===== config.mk =====
export PLATFORM = sky130hd
export DESIGN_NAME = mem_access_stage
export DESIGN_NICKNAME = d
export VERILOG_FILES = /design/src/rtl/mem_access_stage.sv
export SDC_FILE = /design/constraint.sdc
export NUM_CORES = 1
export LEC_CHECK = 0
export CORE_MARGIN = 10
export CORE_UTILIZATION = 35
export CTS_BUF_LIST = sky130_fd_sc_hd__clkbuf_4 sky130_fd_sc_hd__clkbuf_8
export DETAILED_ROUTE_END_ITERATION = 6
export PLACE_DENSITY = 0.62
export SLEW_MARGIN = 25
export SYNTH_ARGS = -nofsm -noshare
export SYNTH_HDL_FRONTEND = slang
export SYNTH_SLANG_ARGS = --single-unit

===== constraint.sdc =====
create_clock -name clk -period 8.17 [get_ports clk]
set_input_delay 1.2255 -clock clk [delete_from_list [all_inputs] [get_ports clk]]
set_output_delay 1.2255 -clock clk [all_outputs]
set_load 0.01 [all_outputs]

===== src/rtl/mem_access_stage.sv =====
// -----------------------------------------------------------------------------
// mem_access_stage
// Memory-access stage of the RV64 pipeline. Takes one executed instruction per
// handshake, runs loads/stores on a req/ack data port with byte lanes and load
// sign/zero extension, passes other results through, and emits one registered
// write-back bundle per accepted instruction.
//
// Optional feature macro: MEM_MISALIGN_TRAP_EN
//   defined   : misaligned accesses issue no request and pulse `misalign`
//   undefined : low address bits below the access width are cleared
// -----------------------------------------------------------------------------
module mem_access_stage (
    input  logic        clk,
    input  logic        reset,
    input  logic        in_valid,
    output logic        in_ready,
    input  logic [6:0]  opcode_in,
    input  logic [2:0]  funct3_in,
    input  logic [4:0]  rd_in,
    input  logic [63:0] alu_result,
    input  logic [63:0] store_data,
    input  logic        flush,
    output logic        dmem_req,
    output logic        dmem_we,
    output logic [63:0] dmem_addr,
    output logic [63:0] dmem_wdata,
    output logic [7:0]  dmem_be,
    input  logic        dmem_ack,
    input  logic [63:0] dmem_rdata,
    output logic        wb_valid,
    output logic        wb_en,
    output logic [4:0]  wb_rd,
    output logic [63:0] wb_data
`ifdef MEM_MISALIGN_TRAP_EN
    ,
    output logic        misalign
`endif
);

    typedef enum logic {
        IDLE = 1'b0,
        WAIT = 1'b1
    } state_t;

    localparam logic [6:0] OP_LOAD  = 7'b0000011;
    localparam logic [6:0] OP_STORE = 7'b0100011;

    state_t      r_state;
    state_t      w_next_state;

    // Context of the access in flight, needed when the ack arrives
    logic [2:0]  r_ld_funct3;
    logic [2:0]  r_ld_off;
    logic [4:0]  r_rd;
    logic        r_wb_en;
    logic        r_killed;

    logic        w_accept;
    logic        w_is_load;
    logic        w_is_store;
    logic        w_is_mem;
    logic        w_trap;
    logic        w_ack;
    logic        w_wb_en;
    logic [2:0]  w_keep_mask;
    logic [2:0]  w_off;
    logic [7:0]  w_be;
    logic [63:0] w_addr;
    logic [63:0] w_wdata;
    logic [63:0] w_rshift;
    logic [63:0] w_load_data;

    // Opcodes whose result is written to the register file
    function automatic logic writes_rd(input logic [6:0] op);
        case (op)
            7'b0110011, 7'b0010011, 7'b0111011, 7'b0011011, 7'b0000011,
            7'b0110111, 7'b0010111, 7'b1101111, 7'b1100111: writes_rd = 1'b1;
            default:                                         writes_rd = 1'b0;
        endcase
    endfunction

    assign in_ready   = (r_state == IDLE);
    assign w_accept   = in_valid & in_ready & ~flush;
    assign w_is_load  = (opcode_in == OP_LOAD);
    assign w_is_store = (opcode_in == OP_STORE);
    assign w_is_mem   = w_is_load | w_is_store;
    assign w_ack      = (r_state == WAIT) & dmem_req & dmem_ack;
    assign w_wb_en    = (rd_in != 5'd0) & writes_rd(opcode_in);
    assign w_addr     = {alu_result[63:3], w_off};
    assign w_wdata    = store_data << {w_off, 3'b000};
    assign w_rshift   = dmem_rdata >> {r_ld_off, 3'b000};

    // Lane offset, byte enables and alignment check for the incoming access
    always_comb begin
        // NOTE: every signal gets a default first so no path leaves it unassigned (no latch)
        w_keep_mask = 3'b111;
        w_be        = 8'hFF;
        case (funct3_in[1:0])
            2'b00:   w_keep_mask = 3'b111;
            2'b01:   w_keep_mask = 3'b110;
            2'b10:   w_keep_mask = 3'b100;
            default: w_keep_mask = 3'b000;
        endcase
`ifdef MEM_MISALIGN_TRAP_EN
        w_off  = alu_result[2:0];
        w_trap = w_is_mem & ((alu_result[2:0] & ~w_keep_mask) != 3'b000);
`else
        w_off  = alu_result[2:0] & w_keep_mask;
        w_trap = 1'b0;
`endif
        case (funct3_in[1:0])
            2'b00:   w_be = 8'h01 << w_off;
            2'b01:   w_be = 8'h03 << w_off;
            2'b10:   w_be = 8'h0F << w_off;
            default: w_be = 8'hFF;
        endcase
    end

    // Extract and extend the loaded value from the returned doubleword
    always_comb begin
        w_load_data = w_rshift;
        case (r_ld_funct3)
            3'b000:  w_load_data = {{56{w_rshift[7]}},  w_rshift[7:0]};
            3'b100:  w_load_data = {56'd0,              w_rshift[7:0]};
            3'b001:  w_load_data = {{48{w_rshift[15]}}, w_rshift[15:0]};
            3'b101:  w_load_data = {48'd0,              w_rshift[15:0]};
            3'b010:  w_load_data = {{32{w_rshift[31]}}, w_rshift[31:0]};
            3'b110:  w_load_data = {32'd0,              w_rshift[31:0]};
            default: w_load_data = w_rshift;
        endcase
    end

    // State register
    always_ff @(posedge clk or posedge reset) begin
        // NOTE: sequential state uses non-blocking assignments so all flops update together
        if (reset) r_state <= IDLE;
        else       r_state <= w_next_state;
    end

    // Next-state: enter WAIT on an issued access, leave on the ack edge
    always_comb begin
        w_next_state = r_state;
        case (r_state)
            IDLE:    if (w_accept & w_is_mem & ~w_trap) w_next_state = WAIT;
            WAIT:    if (w_ack)                         w_next_state = IDLE;
            default: w_next_state = IDLE;
        endcase
    end

    // Memory port, write-back bundle and in-flight context registers
    always_ff @(posedge clk or posedge reset) begin
        if (reset) begin
            dmem_req    <= 1'b0;
            dmem_we     <= 1'b0;
            dmem_addr   <= '0;
            dmem_wdata  <= '0;
            dmem_be     <= '0;
            wb_valid    <= 1'b0;
            wb_en       <= 1'b0;
            wb_rd       <= '0;
            wb_data     <= '0;
            r_ld_funct3 <= '0;
            r_ld_off    <= '0;
            r_rd        <= '0;
            r_wb_en     <= 1'b0;
            r_killed    <= 1'b0;
`ifdef MEM_MISALIGN_TRAP_EN
            misalign    <= 1'b0;
`endif
        end else begin
            wb_valid <= 1'b0;
`ifdef MEM_MISALIGN_TRAP_EN
            misalign <= 1'b0;
`endif
            case (r_state)
                IDLE: begin
                    if (w_accept) begin
                        if (w_is_mem & ~w_trap) begin
                            dmem_req    <= 1'b1;
                            dmem_we     <= w_is_store;
                            dmem_addr   <= w_addr;
                            dmem_wdata  <= w_wdata;
                            dmem_be     <= w_be;
                            r_ld_funct3 <= funct3_in;
                            r_ld_off    <= w_off;
                            r_rd        <= rd_in;
                            r_wb_en     <= w_wb_en;
                            r_killed    <= 1'b0;
                        end else begin
                            // Pass-through result, or a trapped misaligned access
                            wb_valid <= 1'b1;
                            wb_en    <= w_wb_en & ~w_trap;
                            wb_rd    <= rd_in;
                            wb_data  <= w_trap ? 64'd0 : alu_result;
`ifdef MEM_MISALIGN_TRAP_EN
                            misalign <= w_trap;
`endif
                        end
                    end
                end
                WAIT: begin
                    // The bus cannot be cancelled: a flush only suppresses write-back
                    if (flush) r_killed <= 1'b1;
                    if (w_ack) begin
                        dmem_req <= 1'b0;
                        if (~(r_killed | flush)) begin
                            wb_valid <= 1'b1;
                            wb_en    <= r_wb_en;
                            wb_rd    <= r_rd;
                            wb_data  <= dmem_we ? 64'd0 : w_load_data;
                        end
                    end
                end
                default: ;
            endcase
        end
    end

endmodule


==> summary.txt <==
Status
  – Status: complete, no violations

Clock network
  – Num CTS Buffers: between 40 and 50
  – Clock Path Buffers: 3
  – Later-pin clock latency in the skew report: approximately 0.58 ns
  – H-Tree Depth: 2
  – Total setup buffers inserted after CTS: 0
  – Clk slew on worst S/H paths: 0.05 ns
  – CTS hold repair buffers: 0
  – Clock sink count: 220
  – TritonCTS clock tree: built
  – PostCTS Resize Cnt: 0
  – Root Driver: clkbuf_8

Detailed routing
  – DR pass1 iterations: 5
  – Antenna-violating nets left: 0
  – DRC viols: 0
  – DR WL/cell: between 20 and 25 um
  – Via count: around 12k
  – Wirelength, routed: between 50000 and 60000 um
  – Initial DRC count: 1133
  – DR vias/cell: between 5 and 6

Min path
  – Hold WC Path Type: flip-flop to flip-flop
  – Worst Hold Path Cells: 2
  – Worst hold endpoint: r_rd[0]$_DFFE_PP0P_
  – Hold Startpoint: r_rd[0]$_DFFE_PP0P_

Timing
  – Endpoints failing hold: 0
  – Slew Limit Headroom: around 33%
  – Clock Skew: roughly 0.035 ns
  – Fin crit period: around 3.8 ns
  – Sum Neg Setup Slack: 0 ns
  – Final Cycle Share: between 40% and 50%
  – Fin Hold WS: about 0.47 ns
  – Pins over their slew limit: 0
  – RSZ-0062 raised after global routing: no
  – Setup violations, final: 0
  – Highest Clock Rate: 0.266 GHz
  – Worst-Margin Slew: around 1 ns

Floorplan
  – Initial Util: between 30% and 40%
  – Die X: roughly 210 um
  – IO Count: roughly 420
  – Site row count: ~70
  – Die ar.: approximately 44000 um^2
  – Die Y: 209 um
  – Core ar.: approximately 35000 um^2

Synth
  – Commonest cells in the netlist: nand2_1 (336), dfrtp_1 (220), o21ai_0 (92)
  – Post-Syn Nets: approximately 1.5k
  – Count leader, synth: nand2_1
  – Syn Inst Count: around 1.3k
  – Synth area leader: dfrtp_1
  – Yosys reg bits: 220
  – Top cells by area, synth: dfrtp_1 (44%), nand2_1 (10%), mux4_2 (7.0%)
  – Synthesized area per cell: roughly 9.5 um^2
  – Sequential share of the synthesized area: approximately 44%
  – Synth unique cells: 61
  – Synth Flop Type: dfrtp_1
  – Ys async rst share: 100%
  – Synth warnings: 0
  – Area of the mapped netlist: about 13000 um^2
  – Top cell type's share of synthesized area: a little over two fifths
  – EDFF count, synth: 0

Cells and area
  – Post-layout net count: around 1.9k
  – Share of layout cells above drive strength 1: 10.4%
  – Area Growth Syn to Fin: 43.2%
  – FILL cells: ~3.3k

Power and ir drop
  – Pwr Total: ~3.4 mW
  – Peak supply drop: between 100 and 150 uV
  – Leakage: between 7 and 8 nW
  – Power Dens Cells: ~190 nW/um^2

Global route
  – Largest net degree at the start of global routing: between 90 and 100
  – Total GRT Usage: 23.9%
  – Vias in the first global route: roughly 12k
  – GRT busiest layer: met2
  – Met2 usage: 37.3%
  – Congestion Overflow GR: 0
  – First-pass GRT wire length: 81500 um
  – GR Util met1: roughly a third
  – Grt met3 use: around 5.3%
  – Antenna violations before repair: 9

Place
  – RD Place Congestion: 0.957
  – Input/output buffers: about 420
  – HPWL Detailed: 41000 um

Worst setup path
  – Worst reg2reg path endpoint: wb_data[22]$_DFFE_PP0P_
  – Critical Path AT: around 4.3 ns
  – Startpoint Class: primary input
  – RR Startpoint: r_state$_DFF_PP0_
  – Reg2reg path depth: 6
  – Worst setup EP type: flip-flop
  – Critical Path RT: just under 9 ns
  – CP Class: primary input to flip-flop
  – Reg2reg setup slack: 4.93 ns
  – CP Max Fanout: 18

Run
  – Max-Cap Viols: 0
## area by class of cell
type                    instances  area, um^2  share of cell area, %
repair buffers                440        4380                   24.4
flip-flops and latches        220        5510                   30.6
well taps                     461         577                   3.21
clock inverters                 6        82.6                  0.459
diodes                          9        22.5                  0.125
multi-input cells             980        6520                   36.3
clock buffers                  66         821                   4.57
inverters                      15        63.8                  0.355
## how the worst max path moves through the flow
stage | from | to | slack, ns | depth (start not counted)
global placement | opcode_in[2] | wb_en$_DFFE_PP0P_ | 3.71 | 8
detailed placement | opcode_in[2] | wb_data[2]$_DFFE_PP0P_ | 3.64 | 8
global route | funct3_in[1] | dmem_wdata[0]$_DFFE_PP0P_ | 4.26 | 6
CTS | opcode_in[2] | wb_data[2]$_DFFE_PP0P_ | 4.22 | 8
finish | funct3_in[1] | dmem_wdata[2]$_DFFE_PP0P_ | 4.41 | 6
floorplan | reset | dmem_addr[0]$_DFFE_PP0P_ | 0.92 | 1
## power breakdown
group	leakage (nW)	internal, mW	total, mW	switching, mW
Sequential	2.89	1.21	1.29	0.0777
Combinational	4.32	0.475	0.962	0.487
Clock	0.478	0.697	1.20	0.502
## routing by layer
metal | wire length (um) | part of all wire (%) | vias up
met2 | 25500 | 47 | 517
li1 | - | - | 5527
met1 | 23800 | 44 | 5952
met5 | 0 | 0 | -
met3 | 4190 | 7.7 | 66
met4 | 1090 | 2.0 | 0
## registers in the layout, summed over array words and instances (netlist names)
register and count:
wb_rd 5, dmem_req 1, wb_data 64, dmem_addr 64, r_ld_funct3 3, r_rd 5
r_killed 1, dmem_wdata 64, dmem_we 1, wb_valid 1, dmem_be 8, r_state 1
r_wb_en 1, wb_en 1
## kinds of logic after synthesis
| family | synth area share [%] |
|---|---|
| AO/OA/AOI/OAI | 17.6 |
| AND/OR/NAND/NOR | 17.7 |
| buffers and inverters | 4.47 |
| adder cells (fa/ha/maj) | 0.498 |
| multiplexers | 15.9 |
| flip-flops | 43.9 |
## placed cells by master (no fill, tap or decap), types with 17 or more instances in the layout
master	Yosys	routed
dfrtp_1	220	217
clkdlybuf4s50_1	0	421
nor2_1	55	54
mux4_2	39	39
clkbuf_8	0	52
a21oi_1	55	55
buf_4	7	17
o211ai_1	48	48
a31oi_1	39	39
mux2_2	20	20
nor3b_1	57	56
mux2i_1	87	87
nand2_1	336	335
o21ai_0	92	92
## metrics by stage
stage / instance area [um^2] / utilization (%) / cells / worst slack [ns]
6_report: 18000 / 50.7 / 2197 / 4.41
5_1_grt: 18000 / 50.7 / 2197 / 4.26
4_1_cts: 17900 / 50.6 / 2187 / 4.22
3_5_place_dp: 17000 / 48.0 / 2115 / 3.64
3_3_place_gp: 17000 / 47.9 / 2114 / 3.71
2_1_floorplan: 12600 / - / 1325 / 0.923
## worst max-delay path: stages
cell,delay (ns)
clkdlybuf4s50_1,0.55
ha_1,0.47
nand2b_1,0.63
nand2_1,0.60
a21oi_2,0.56
a22o_1,0.20
(Power assumes the default switching activity.)
